**src/rtl/prog_loader_pkg.sv**
```systemverilog
// Shared types and defaults for the serially loaded instruction store.
// Optional readback is selected with the PROG_LOADER_READBACK_EN macro.
package prog_loader_pkg;

  typedef enum logic [1:0] {
    RUN     = 2'd0,
    LOAD    = 2'd1,
    RELEASE = 2'd2
  } state_t;

  localparam logic [7:0] NOP_INSTR = 8'h00;

  localparam int DEF_DEPTH       = 16;
  localparam int DEF_ADDR_W      = 4;
  localparam int DEF_SYNC_STAGES = 2;

endpackage

```
**src/rtl/pin_sync.sv**
```systemverilog
// Multi-flop synchronizer for an asynchronous pin with an optional
// one-cycle rising-edge pulse on the synchronized value.
module pin_sync #(
  parameter int SYNC_STAGES = 2,
  parameter bit RISE_EN     = 1'b0
) (
  input  logic clk,
  input  logic rst_n,
  input  logic din,
  output logic dout,
  output logic rise
);

  logic [SYNC_STAGES-1:0] sync;

  // NOTE: sequential state uses non-blocking assignments so every flop
  // samples the pre-edge value of its neighbour, giving a true shift chain.
  always_ff @(posedge clk) begin
    if (!rst_n) sync <= '0;
    else        sync <= {sync[SYNC_STAGES-2:0], din};
  end

  assign dout = sync[SYNC_STAGES-1];

  generate
    if (RISE_EN) begin : g_rise
      logic prev;
      always_ff @(posedge clk) begin
        if (!rst_n) prev <= 1'b0;
        else        prev <= dout;
      end
      assign rise = dout & ~prev;
    end else begin : g_no_rise
      assign rise = 1'b0;
    end
  endgenerate

endmodule

```
**src/rtl/prog_loader.sv**
```systemverilog
// 16 x 8 instruction store loaded over a three-pin serial link while the CPU
// is held in reset. Define PROG_LOADER_READBACK_EN to stream old words on ld_sdo.
module prog_loader
  import prog_loader_pkg::*;
#(
  parameter int DEPTH       = DEF_DEPTH,
  parameter int ADDR_W      = DEF_ADDR_W,
  parameter int SYNC_STAGES = DEF_SYNC_STAGES
) (
  input  logic              clk,
  input  logic              rst_n,
  input  logic              ld_en,
  input  logic              ld_sclk,
  input  logic              ld_sdata,
  input  logic [ADDR_W-1:0] address,
  output logic [7:0]        instr,
  output logic              cpu_n_reset,
  output logic              ld_full,
  output logic              ld_sdo
);

  logic en_s, sclk_s, data_s, sclk_rise;
  logic unused_en_rise, unused_data_rise, unused_sclk_s;

  pin_sync #(.SYNC_STAGES(SYNC_STAGES), .RISE_EN(1'b0)) u_sync_en (
    .clk(clk), .rst_n(rst_n), .din(ld_en), .dout(en_s), .rise(unused_en_rise)
  );
  pin_sync #(.SYNC_STAGES(SYNC_STAGES), .RISE_EN(1'b1)) u_sync_sclk (
    .clk(clk), .rst_n(rst_n), .din(ld_sclk), .dout(sclk_s), .rise(sclk_rise)
  );
  pin_sync #(.SYNC_STAGES(SYNC_STAGES), .RISE_EN(1'b0)) u_sync_data (
    .clk(clk), .rst_n(rst_n), .din(ld_sdata), .dout(data_s), .rise(unused_data_rise)
  );
  assign unused_sclk_s = sclk_s;

  state_t              state;
  logic [7:0]          mem [DEPTH];
  logic [ADDR_W-1:0]   wr_ptr;
  logic [2:0]          bit_cnt;
  logic [6:0]          shift;
  logic                shift_en, wr_fire;

  // A bit is accepted only while LOAD is still requested; exit takes priority.
  assign shift_en = (state == LOAD) && en_s && sclk_rise;
  assign wr_fire  = shift_en && (bit_cnt == 3'd7);

  // NOTE: the store is built from resettable flops rather than a RAM so that
  // a reset mid-load always leaves a known all-NOP program behind.
  always_ff @(posedge clk) begin
    if (!rst_n) begin
      for (int i = 0; i < DEPTH; i++) mem[i] <= NOP_INSTR;
    end else if (wr_fire) begin
      mem[wr_ptr] <= {shift, data_s};
    end
  end

  always_ff @(posedge clk) begin
    if (!rst_n) begin
      state       <= RUN;
      cpu_n_reset <= 1'b1;
      wr_ptr      <= '0;
      bit_cnt     <= '0;
      shift       <= '0;
      ld_full     <= 1'b0;
    end else begin
      case (state)
        RUN: begin
          if (en_s) begin
            state       <= LOAD;
            cpu_n_reset <= 1'b0;
            wr_ptr      <= '0;
            bit_cnt     <= '0;
            ld_full     <= 1'b0;
          end
        end
        LOAD: begin
          if (!en_s) begin
            state   <= RELEASE;
            bit_cnt <= '0;
          end else if (shift_en) begin
            shift   <= {shift[5:0], data_s};
            bit_cnt <= bit_cnt + 3'd1;
            if (wr_fire) begin
              wr_ptr <= wr_ptr + ADDR_W'(1);
              if (wr_ptr == ADDR_W'(DEPTH - 1)) ld_full <= 1'b1;
            end
          end
        end
        RELEASE: begin
          state       <= RUN;
          cpu_n_reset <= 1'b1;
        end
        default: begin
          state       <= RUN;
          cpu_n_reset <= 1'b1;
        end
      endcase
    end
  end

  assign instr = (state == RUN) ? mem[address] : NOP_INSTR;

`ifdef PROG_LOADER_READBACK_EN
  logic [7:0] tx_shift;

  // Preload the outgoing word between bytes so it leads the incoming one.
  always_ff @(posedge clk) begin
    if (!rst_n) begin
      tx_shift <= '0;
    end else if (state == LOAD) begin
      if (sclk_rise)           tx_shift <= {tx_shift[6:0], 1'b0};
      else if (bit_cnt == 3'd0) tx_shift <= mem[wr_ptr];
    end
  end

  assign ld_sdo = tx_shift[7];
`else
  assign ld_sdo = 1'b0;
`endif

endmodule

```
**config.mk**
```make
export PLATFORM = sky130hd
export DESIGN_NAME = prog_loader
export DESIGN_NICKNAME = d
export VERILOG_FILES = /design/src/rtl/prog_loader_pkg.sv /design/src/rtl/pin_sync.sv /design/src/rtl/prog_loader.sv
export SDC_FILE = /design/constraint.sdc
export NUM_CORES = 1
export LEC_CHECK = 0
export CORE_MARGIN = 2
export CORE_UTILIZATION = 40
export DETAILED_ROUTE_END_ITERATION = 6
export PLACE_DENSITY = 0.64
export SLEW_MARGIN = 20
export SYNTH_ARGS = -nofsm -noshare
export SYNTH_HDL_FRONTEND = slang
export SYNTH_SLANG_ARGS = --single-unit
```
**constraint.sdc**
```tcl
create_clock -name clk -period 2.6 [get_ports clk]
set_input_delay 0.39 -clock clk [delete_from_list [all_inputs] [get_ports clk]]
set_output_delay 0.39 -clock clk [all_outputs]
set_load 0.1 [all_outputs]
```
==> Yosys cells after proc, flatten, opt, wreduce, memory -nomap -nowiden <==
Memory sizes are Yosys's and may differ from the RTL's.
Cells that the tools add are included.
{ "totals": {"reg_bits": 25, "mem_bits_rw": 128, "inputBits": 9, "output_inout_bits": 11, "word_cells": 65, "mem_count": 1} }
{ "memory_table": {"columns": ["memory", "words", "width", "read_ports", "rd_clocked_by_memory_dff", "wr", "line", "source"], "rows": [
  ["mem", 16, 8, 1, 0, 16, "prog_loader.sv:37", "logic [7:0] mem [DEPTH];"]
]} }
{ "classes": {"n_addsub": 2, "n_eq_ne": 10, "muxes": 27, "n_bitwise": 3, "n_reduce_logical": 12} }
{ "ops": {"columns": ["cell", "n"], "rows": [
  ["two-way mux 4 bit", 5],
  ["two-way mux 8 bit", 2],
  ["two-way mux 1 bit", 10],
  ["two-way mux 3 bit", 3],
  ["case mux 4 bit (2 select lines)", 1],
  ["OR reduction 8 bit", 1],
  ["inequality test 2 x 1 -> 1 bit (second input constant)", 3],
  ["inequality test 2 bit (second input constant)", 3],
  ["case mux 3 bit (2 select lines)", 1],
  ["AND reduction 3 bit", 2],
  ["AND reduction 6 bit", 1],
  ["AND reduction 5 bit", 1],
  ["adder 4 x 1 -> 4 bit (second input constant)", 1],
  ["== test 4 bit (second input constant)", 1],
  ["two-way mux 2 bit", 2],
  ["case mux 1 bit (2 select lines)", 2],
  ["case mux 2 bit (2 select lines)", 1],
  ["AND reduction 2 bit", 2],
  ["adder 3 x 1 -> 3 bit (second input constant)", 1],
  ["== test 3 bit (second input constant)", 1],
  ["logical AND 1 bit", 3],
  ["inequality test 3 bit (second input constant)", 1],
  ["== test 2 x 1 -> 1 bit (second input constant)", 1],
  ["logical NOT 2 bit", 1],
  ["3 further kinds", 4]
]} }

==> Logic depth before layout (Yosys ltp) <==
Gate-level depths: netlist (run 1).
{ "logic_depth": {"depth_word": 9, "ltp_mapped": 7, "depth_no_buf": 6} }

==> By module <==
Synthesis (run 1) repeated with hierarchy kept, for this count alone.
{ "unflattened": {"cells_unflattened": 562, "area_unflattened_um2": 7307.0} }
{ "modules_own_cells": {"columns": ["module", "instances", "cells_per_inst", "area_each_um2", "seq_area_each_um2"], "rows": [
  ["prog_loader", 1, 543, 7086.8, 4204.0],
  ["pin_sync at u_sync_data ...", 2, 6, 63.8, 40.0],
  ["pin_sync at u_sync_sclk", 1, 7, 92.6, 60.1]
]} }

==> Worst setup path after synthesis (run 1) <==
Ideal clock, no wire load.
{ "synth_path": {"kind": "input -> output", "start": "input address[0]", "end": "output instr[6]", "arrival_ns": 3.374, "required_ns": 2.210, "setup_slack_ns": -1.164, "path_stages": 7, "path_buffers": 3, "cell_sequence": "buf_4 > buf_6 > buf_4 > mux2i_1 > a22oi_1 > nand2_1 > o21ai_0"} }
{ "synth_between": {"elab_chain_cells": 2} }
{ "synth_rtl": {"columns": ["item", "line", "source"], "rows": [
  ["start, declared", "prog_loader.sv:15", "input logic [ADDR_W-1:0] address,"],
  ["memory (16 x 8 bit)", null, null],
  ["two-way mux 8 bit", "prog_loader.sv:101", "assign instr = (state == RUN) ? mem[address] : NOP_INSTR;"],
  ["end, declared", "prog_loader.sv:16", "output logic [7:0] instr,"]
]} }
No other way between the ends.

==> Final worst setup path (run 1) <==
{ "layout_path": {"start": "input address[0]", "end": "output instr[2]"} }
Same word-level chain as after synthesis.

==> results.sh, run 1 <==
export IMPL_die_h_um=138
export IMPL_io_pins=20
export IMPL_power_per_cell_area_mw_per_mm2=684
export IMPL_period_needed_ps=2460
export IMPL_n_antenna_cell=0
export IMPL_met1_usage=0.238
export IMPL_cts_resized_gates=3
export IMPL_syn_to_final_growth_pct=16.9
export IMPL_r2r_start="bit_cnt[0]"
export IMPL_syn_area_per_cell_um2=13.3
export IMPL_grt_pass1_wl_mm=25.2
export IMPL_drt_wirelength_per_cell_um=20.3
export IMPL_cts_sinks=153
export IMPL_fmax_mhz=407
export IMPL_finalPower_mw=5.74
export IMPL_min_path_cells=1
export IMPL_cts_tree="yes"
export IMPL_antenna_left=0
export IMPL_r2r_cells=6
export IMPL_clk_path_buf_depth=2
export IMPL_period_share=0.945
export IMPL_clk_pin_slew_ps=60
export IMPL_min_path_type="reg2reg"
export IMPL_ys_ff_latch=153
export IMPL_vias_per_cell=5.26
export IMPL_antenna_found_initial=0
export IMPL_ir_drop_v=0.000502
export IMPL_grt_busiest_layer="met2"
export IMPL_post_route_drc_count=0
export IMPL_grt_max_degree=31
export IMPL_rsz0062_at_grt="no"
export IMPL_die_area_mm2=0.0190
export IMPL_synthCells=540
export IMPL_cts_hold_buffers_added=0
export IMPL_grt_pass1_vias=4369
export IMPL_final_common_cell="and2_1"
export IMPL_setup_tns_ps=0
export IMPL_synth_area_mm2=0.00718
export IMPL_drv_cap=0
export IMPL_worst_pin_slew_ps=890
export IMPL_cts_buffers_inserted=17
export IMPL_met2_usage=0.278
export IMPL_ys_warn_count=0
export IMPL_h_tree_depth=4
export IMPL_wl_mm=16.5
export IMPL_hold_violations=0
export IMPL_place_ws_ps=-174
export IMPL_clk_latency_ps=420
export IMPL_synth_edf_count=128
export IMPL_finalNonFillerCells=815
export IMPL_start_util=0.404
export IMPL_skew_ps=5.72
export IMPL_crit_path_max_fanout=22
export IMPL_cp_required_ps=2210
export IMPL_dp_hpwl_mm=11.3
export IMPL_final_cell_mix="and2_1, edfxtp_1, mux2i_1"
export IMPL_async_flop_share=0
export IMPL_syn_nets=555
export IMPL_grt_overflow=0
export IMPL_nets=589
export IMPL_worstReg2RegEnd="mem[2][0]"
export IMPL_crit_type="in2out"
export IMPL_core_mm2=0.0178
export IMPL_r2r_slack_ps=420
export IMPL_post_cts_buffers=0
export IMPL_hold_path_startpoint="u_sync_en.sync[0]"
export IMPL_track_usage=0.179
export IMPL_vias=4286
export IMPL_outcome="completed"
export IMPL_dp_cells=784
export IMPL_gp_congestion=0.921
export IMPL_startpoint_type="primary input"
export IMPL_fin_hold_ws_ps=430
export IMPL_dieWidth_um=138
export IMPL_io_buffers=18
export IMPL_slew_violations=0
export IMPL_crit_path_end_kind="primary output"
export IMPL_drive_above_1_share=0.172
export IMPL_setup_violations_final=0
export IMPL_min_to="u_sync_en.sync[1]"
export IMPL_yosysSeqAreaShare=0.605
export IMPL_drt_iter0_drc=332
export IMPL_root_buffer="clkbuf_16"
export IMPL_final_setup_worst_slack_ps=144
export IMPL_fillers=1565
export IMPL_drtPass1Iterations=7
export IMPL_grt_util_met3=0.0450
export IMPL_arrival_ps=2070
export IMPL_row_count=49
export IMPL_p_leak_nw=3.27
export IMPL_maxSlewHeadroom=0.406
export IMPL_synth_main_ff_cell="edfxtp_1"
export IMPL_synth_cell_type_count=44
==> cell type report <==
cell class | count | area, µm² | area share
flip-flops and latches | 153 | 4340 | 0.518
clock buffers | 20 | 437 | 0.0520
clock inverters | 11 | 130 | 0.0155
well taps | 229 | 287 | 0.0341
inverters | 3 | 11.3 | 0.00134
multi-input cells | 354 | 2730 | 0.325
repair buffers | 45 | 460 | 0.0549
==> worst max-delay path by stage <==
stage | to | slack [ps] | startpoint | depth (start not counted)
2_1_floorplan | instr[6] | 110 | address[0] | 7
3_3_place_gp | instr[3] | -20 | address[2] | 6
3_5_place_dp | instr[2] | -170 | address[2] | 6
4_1_cts | instr[4] | 20 | address[2] | 6
5_1_grt | instr[2] | 30 | address[0] | 7
6_report | instr[2] | 140 | address[0] | 7
==> stage by stage <==
| step | instance area [µm²] | utilization |
|---|---|---|
| 2_1_floorplan | 7220 | - |
| 3_3_place_gp | 7800 | 0.439 |
| 3_5_place_dp | 7800 | 0.439 |
| 4_1_cts | 8370 | 0.471 |
| 5_1_grt | 8390 | 0.472 |
| 6_report | 8390 | 0.472 |
==> power breakdown <==
group | internal (mW) | switching, mW
logic | 0.202 | 0.354
clock network | 1.49 | 0.913
registers | 2.75 | 0.0366
total | 4.44 | 1.30
==> cells by family (layout without fill, tap and decap cells) <==
group / Yosys count / after routing / share of synthesized area
compound gates: 63 / 63 / 0.0570
fa+ha+maj: 6 / 6 / 0.0105
buf+inv: 33 / 79 / 0.0235
flops: 153 / 153 / 0.605
mux: 64 / 64 / 0.105
other cells: 1 / 1 / 0.000522
simple gates: 220 / 220 / 0.199
==> worst max-delay path, stage by stage <==
cell	delay, ps
buf_4	240
buf_4	420
mux2i_1	420
a22oi_1	150
nand3_1	150
o21ai_2	90
buf_12	190
==> sequential cells by signal (all words and copies together), names as in the netlist, 2 cells and up <==
signal / flops
shift: 7
u_sync_en.sync: 2
mem: 128
state: 2
bit_cnt: 3
u_sync_data.sync: 2
wr_ptr: 4
u_sync_sclk.sync: 2
==> synth_stat cells (8+ instances only) <==
library cell  count  share of area
nor2b_1          12          0.010
nand2_1          16         0.0084
nand3_1          10         0.0070
clkbuf_1         17         0.0089
and2_1          137           0.12
nand2b_1          8         0.0070
dfxtp_1          25          0.070
edfxtp_1        128           0.54
o21ai_0          26          0.018
mux2i_1          54          0.075
a22oi_1          23          0.024
mux4_2            9          0.028
nor2_1           13         0.0068
==> layer usage <==
layer | vias up | part of all wire
li1 | 2020 | -
met1 | 2135 | 0.45
met2 | 104 | 0.47
met3 | 27 | 0.042
met4 | 0 | 0.031
met5 | - | 0
(Power assumes the default switching activity.)
==> inputs of run 2 (changes only) <==
--- a/config.mk
+++ b/config.mk
@@ -5,6 +5,7 @@
 export SDC_FILE = /design/constraint.sdc
 export NUM_CORES = 1
 export LEC_CHECK = 0
+export CAP_MARGIN = 20
 export CORE_MARGIN = 2
 export CORE_UTILIZATION = 40
 export DETAILED_ROUTE_END_ITERATION = 6
==> constraint.sdc (replaced) <==
create_clock -name clk -period 2.6 [get_ports clk]
set_input_delay 0.52 -clock clk [delete_from_list [all_inputs] [get_ports clk]]
set_output_delay 0.52 -clock clk [all_outputs]
set_load 0.1 [all_outputs]
==> results.sh, run 2 (synthesis results as in run 1) <==
export IMPL_die_area_mm2=0.0190
export IMPL_cts_tree="yes"
export IMPL_wl_mm=15.8
export IMPL_track_usage=0.172
export IMPL_grt_pass1_wl_mm=24.7
export IMPL_crit_path_end_kind="primary output"
export IMPL_rsz0062_at_grt="no"
export IMPL_clk_pin_slew_ps=50
export IMPL_post_cts_buffers=0
export IMPL_grt_overflow=0
export IMPL_die_h_um=138
export IMPL_cp_required_ps=2080
export IMPL_nets=596
export IMPL_setup_violations_final=0
export IMPL_drt_wirelength_per_cell_um=19.2
export IMPL_outcome="completed"
export IMPL_cts_buffers_inserted=17
export IMPL_period_needed_ps=2550
export IMPL_vias=4315
export IMPL_io_pins=20
export IMPL_worst_pin_slew_ps=835
export IMPL_antenna_left=0
export IMPL_final_cell_mix="and2_1, edfxtp_1, mux2i_1"
export IMPL_fillers=1543
export IMPL_clk_latency_ps=420
export IMPL_largest_register="mem"
export IMPL_final_setup_worst_slack_ps=54.8
export IMPL_crit_type="in2out"
export IMPL_antenna_found_initial=0
export IMPL_n_antenna_cell=0
export IMPL_slew_violations=0
export IMPL_largestRegisters="mem (128), shift (7), wr_ptr (4)"
export IMPL_grt_max_degree=35
export IMPL_post_route_drc_count=0
export IMPL_dieWidth_um=138
export IMPL_crit_path_max_fanout=9
export IMPL_drt_iter0_drc=364
export IMPL_finalNonFillerCells=823
export IMPL_fmax_mhz=393
export IMPL_cts_hold_buffers_added=0
export IMPL_power_per_cell_area_mw_per_mm2=698
export IMPL_hold_violations=0
export IMPL_r2r_slack_ps=400
export IMPL_dp_hpwl_mm=10.8
export IMPL_h_tree_depth=4
export IMPL_min_path_type="reg2reg"
export IMPL_drv_cap=0
export IMPL_place_ws_ps=-351
export IMPL_dp_cells=789
export IMPL_ir_drop_v=0.000420
export IMPL_cts_sinks=153
export IMPL_drive_above_1_share=0.194
export IMPL_maxSlewHeadroom=0.442
export IMPL_startpoint_type="primary input"
export IMPL_syn_to_final_growth_pct=20.0
export IMPL_start_util=0.404
export IMPL_core_mm2=0.0178
export IMPL_skew_ps=9.23
export IMPL_grt_pass1_vias=4275
export IMPL_largest_reg_flops=128
export IMPL_drtPass1Iterations=5
export IMPL_p_leak_nw=3.34
export IMPL_clk_path_buf_depth=2
export IMPL_final_common_cell="and2_1"
export IMPL_vias_per_cell=5.24
export IMPL_gp_congestion=0.823
export IMPL_root_buffer="clkbuf_16"
export IMPL_period_share=0.979
export IMPL_row_count=49
export IMPL_arrival_ps=2030
export IMPL_io_buffers=18
## run 2: cell types whose count changed in the layout (fill, tap and decap cells not counted), sizes merged
cell | before | now
buf | 38 | 44
bufinv | 3 | 5
clkinv | 7 | 5
dlygate4sd2 | 0 | 2
dlymetal6s2s | 2 | 0
clkbuf | 20 | 19
clkinvlp | 1 | 2
inv | 3 | 4
nor2b | 12 | 13
## run 2: layer usage
metal,track usage,wire length [µm],share of wire
met1,0.233,6920,0.44
met2,0.272,7560,0.48
met3,0.0426,942,0.060
met4,0.0623,340,0.022
met5,0,0,0
## run 2: timing repair
| item | CTS | global route |
|---|---|---|
| endpoints found under the setup margin | 8 | 1 |
| gates cloned | 2 | 0 |
| resized for setup | 16 | 1 |
| pin swaps | 2 | 0 |
## run 2: cell type report
| class | instances | area [µm²] | share of cell area |
|---|---|---|---|
| Timing Repair Buffer | 51 | 543 | 0.0630 |
| Clock buffer | 19 | 433 | 0.0502 |
| Multi-Input combinational cell | 355 | 2800 | 0.325 |
| Sequential cell | 153 | 4340 | 0.504 |
| Clock inverter | 13 | 200 | 0.0232 |
| Tap cell | 229 | 287 | 0.0332 |
| Inverter | 3 | 11.3 | 0.00131 |
## run 2: worst paths after layout
| check | startpoint | depth (start not counted) | endpoint |
|---|---|---|---|
| worst max-delay path | address[2] | 7 | instr[6] |
| worst min-delay path | u_sync_data.sync[0] | 1 | u_sync_data.sync[1] |
| worst max register to register | state[0] | 4 | mem[9][6] |
| worst min register to register | u_sync_data.sync[0] | 1 | u_sync_data.sync[1] |
## run 2: worst max-delay path: stages
cell	delay, ps
dlygate4sd2_1	310
buf_4	220
and2_4	210
a22oi_2	250
nand2_1	110
o21ai_2	200
buf_12	190
## run 2: stage by stage
stage | util | power (mW) | area [µm²] | hold WS, ps | setup TNS [ps]
after detailed placement | 0.445 | 3.41 | 7920 | 418 | -2410
after global placement | 0.445 | 3.41 | 7920 | 416 | -1690
after CTS | 0.485 | 6.05 | 8610 | 432 | 0
after floorplan | - | 3.19 | 7260 | 412 | -148
after global routing | 0.485 | 6.21 | 8620 | 460 | 0
final | 0.485 | 6.02 | 8620 | 433 | 0
## run 2: where the power goes
group | switching, mW | internal (mW) | leakage (nW)
sequential | 0.0368 | 2.75 | 1.44
combinational | 0.362 | 0.226 | 1.59
clock | 0.951 | 1.70 | 0.302
==> inputs of run 3 (changes only) <==
--- a/config.mk
+++ b/config.mk
@@ -9,7 +9,7 @@
 export CORE_MARGIN = 2
 export CORE_UTILIZATION = 40
 export DETAILED_ROUTE_END_ITERATION = 6
-export PLACE_DENSITY = 0.64
+export PLACE_DENSITY = 0.66
 export SLEW_MARGIN = 20
 export SYNTH_ARGS = -nofsm -noshare
 export SYNTH_HDL_FRONTEND = slang
==> constraint.sdc (replaced) <==
create_clock -name clk -period 2.2 [get_ports clk]
set_input_delay 0.44 -clock clk [delete_from_list [all_inputs] [get_ports clk]]
set_output_delay 0.44 -clock clk [all_outputs]
set_load 0.1 [all_outputs]
==> results.sh, run 3 (synthesis results as in run 1) <==
export IMPL_outcome="complete, but fails checks"
export IMPL_failed_checks="setup timing"
export IMPL_wl_mm=16.3
export IMPL_nets=620
export IMPL_min_path_type="reg2reg"
export IMPL_slew_violations=0
export IMPL_worstReg2RegEnd="mem[2][0]"
export IMPL_vias=4395
export IMPL_antenna_left=0
export IMPL_cts_sinks=153
export IMPL_io_buffers=18
export IMPL_worst_pin_slew_ps=812
export IMPL_clk_path_buf_depth=2
export IMPL_p_leak_nw=3.56
export IMPL_largestRegisters="mem (128), shift (7), wr_ptr (4)"
export IMPL_track_usage=0.177
export IMPL_grt_max_degree=39
export IMPL_die_area_mm2=0.0190
export IMPL_largest_register="mem"
export IMPL_r2r_slack_ps=130
export IMPL_core_mm2=0.0178
export IMPL_dieWidth_um=138
export IMPL_io_pins=20
export IMPL_final_cell_mix="and2_1, edfxtp_1, mux2i_1"
export IMPL_row_count=49
export IMPL_fmax_mhz=429
export IMPL_cp_required_ps=1760
export IMPL_grt_pass1_wl_mm=25.5
export IMPL_finalPower_mw=7.42
export IMPL_rsz0062_at_grt="yes"
export IMPL_ir_drop_v=0.000511
export IMPL_largest_reg_flops=128
export IMPL_min_path_cells=1
export IMPL_hold_path_startpoint="u_sync_data.sync[0]"
export IMPL_drv_cap=0
export IMPL_dp_hpwl_mm=10.9
export IMPL_final_common_cell="and2_1"
export IMPL_h_tree_depth=4
export IMPL_cts_tree="yes"
export IMPL_grt_pass1_vias=4395
export IMPL_power_per_cell_area_mw_per_mm2=809
export IMPL_root_buffer="clkbuf_16"
export IMPL_arrival_ps=1890
export IMPL_period_share=1.06
export IMPL_cts_buffers_inserted=17
export IMPL_fillers=1476
export IMPL_multi_input_area_mm2=0.00300
export IMPL_die_h_um=138
export IMPL_hold_violations=0
export IMPL_period_needed_ps=2330
export IMPL_gp_congestion=0.804
export IMPL_startpoint_type="register"
export IMPL_setup_violations_final=8
export IMPL_n_antenna_cell=0
export IMPL_antenna_found_initial=0
export IMPL_drt_iter0_drc=452
export IMPL_skew_ps=14.3
export IMPL_clk_latency_ps=430
export IMPL_cts_hold_buffers_added=0
export IMPL_min_to="u_sync_data.sync[1]"
export IMPL_r2r_cells=6
export IMPL_setup_tns_ps=-502
export IMPL_vias_per_cell=5.19
export IMPL_drt_wirelength_per_cell_um=19.3
export IMPL_post_route_drc_count=0
export IMPL_crit_path_max_fanout=1
export IMPL_start_util=0.404
export IMPL_drtPass1Iterations=5
export IMPL_r2r_start="bit_cnt[0]"
export IMPL_final_setup_worst_slack_ps=-129
export IMPL_seqCellArea_mm2=0.00435
export IMPL_maxSlewHeadroom=0.458
export IMPL_crit_path_end_kind="primary output"
export IMPL_clk_pin_slew_ps=60
export IMPL_fin_hold_ws_ps=430
export IMPL_grt_overflow=0
export IMPL_drive_above_1_share=0.290
export IMPL_syn_to_final_growth_pct=27.6
export IMPL_crit_type="reg2out"
[run 3: cell type report]
class,instances,area share
clock inverter,15,0.0272
multi-input combinational,354,0.328
inverter,3,0.00123
clock buffer,17,0.0464
sequential,153,0.474
tap,229,0.0313
timing repair buffer,76,0.0924
[run 3: worst max-delay path: stages (launching register included)]
cell and delay [ps]:
edfxtp_1 370, mux4_2 490, mux2_4 290, o2bb2ai_4 130, buf_12 170
[run 3: per-stage QoR]
stage	cell area [µm²]	util	cells	setup WS, ps
2_1_floorplan	7310	-	540	-174
3_3_place_gp	8120	0.457	810	-633
3_5_place_dp	8120	0.457	810	-636
4_1_cts	9030	0.508	845	-144
5_1_grt	9170	0.516	847	-183
6_report	9170	0.516	847	-129
[run 3: routing by layer]
layer	global-route usage	vias to the layer above	share of wire
li1	-	2086	-
met1	0.234	2199	0.45
met2	0.285	100	0.49
met3	0.0526	10	0.052
met4	0.0467	0	0.010
met5	0	-	0
[run 3: worst max-delay path by stage]
stage	from	slack [ps]	depth (start not counted)	to
6_report	mem[7][4]	-130	4	instr[4]
5_1_grt	mem[7][4]	-180	4	instr[4]
4_1_cts	mem[7][4]	-140	4	instr[4]
3_5_place_dp	address[2]	-640	7	instr[6]
3_3_place_gp	address[2]	-630	7	instr[6]
2_1_floorplan	bit_cnt[0]	-170	6	mem[0][0]
[run 3: power by group]
group	switching [mW]	total, mW	internal [mW]	leakage, nW
Combinational	0.465	0.811	0.346	1.80
Sequential	0.0425	3.29	3.25	1.44
Clock	1.19	3.32	2.13	0.312
[run 3: timing repair]
| item | CTS | global route |
|---|---|---|
| gates cloned | 3 | 0 |
| resized for setup | 48 | 26 |
| endpoints found under the setup margin | 8 | 76 |
| setup buffers | 2 | 4 |
| pin swaps | 11 | 11 |
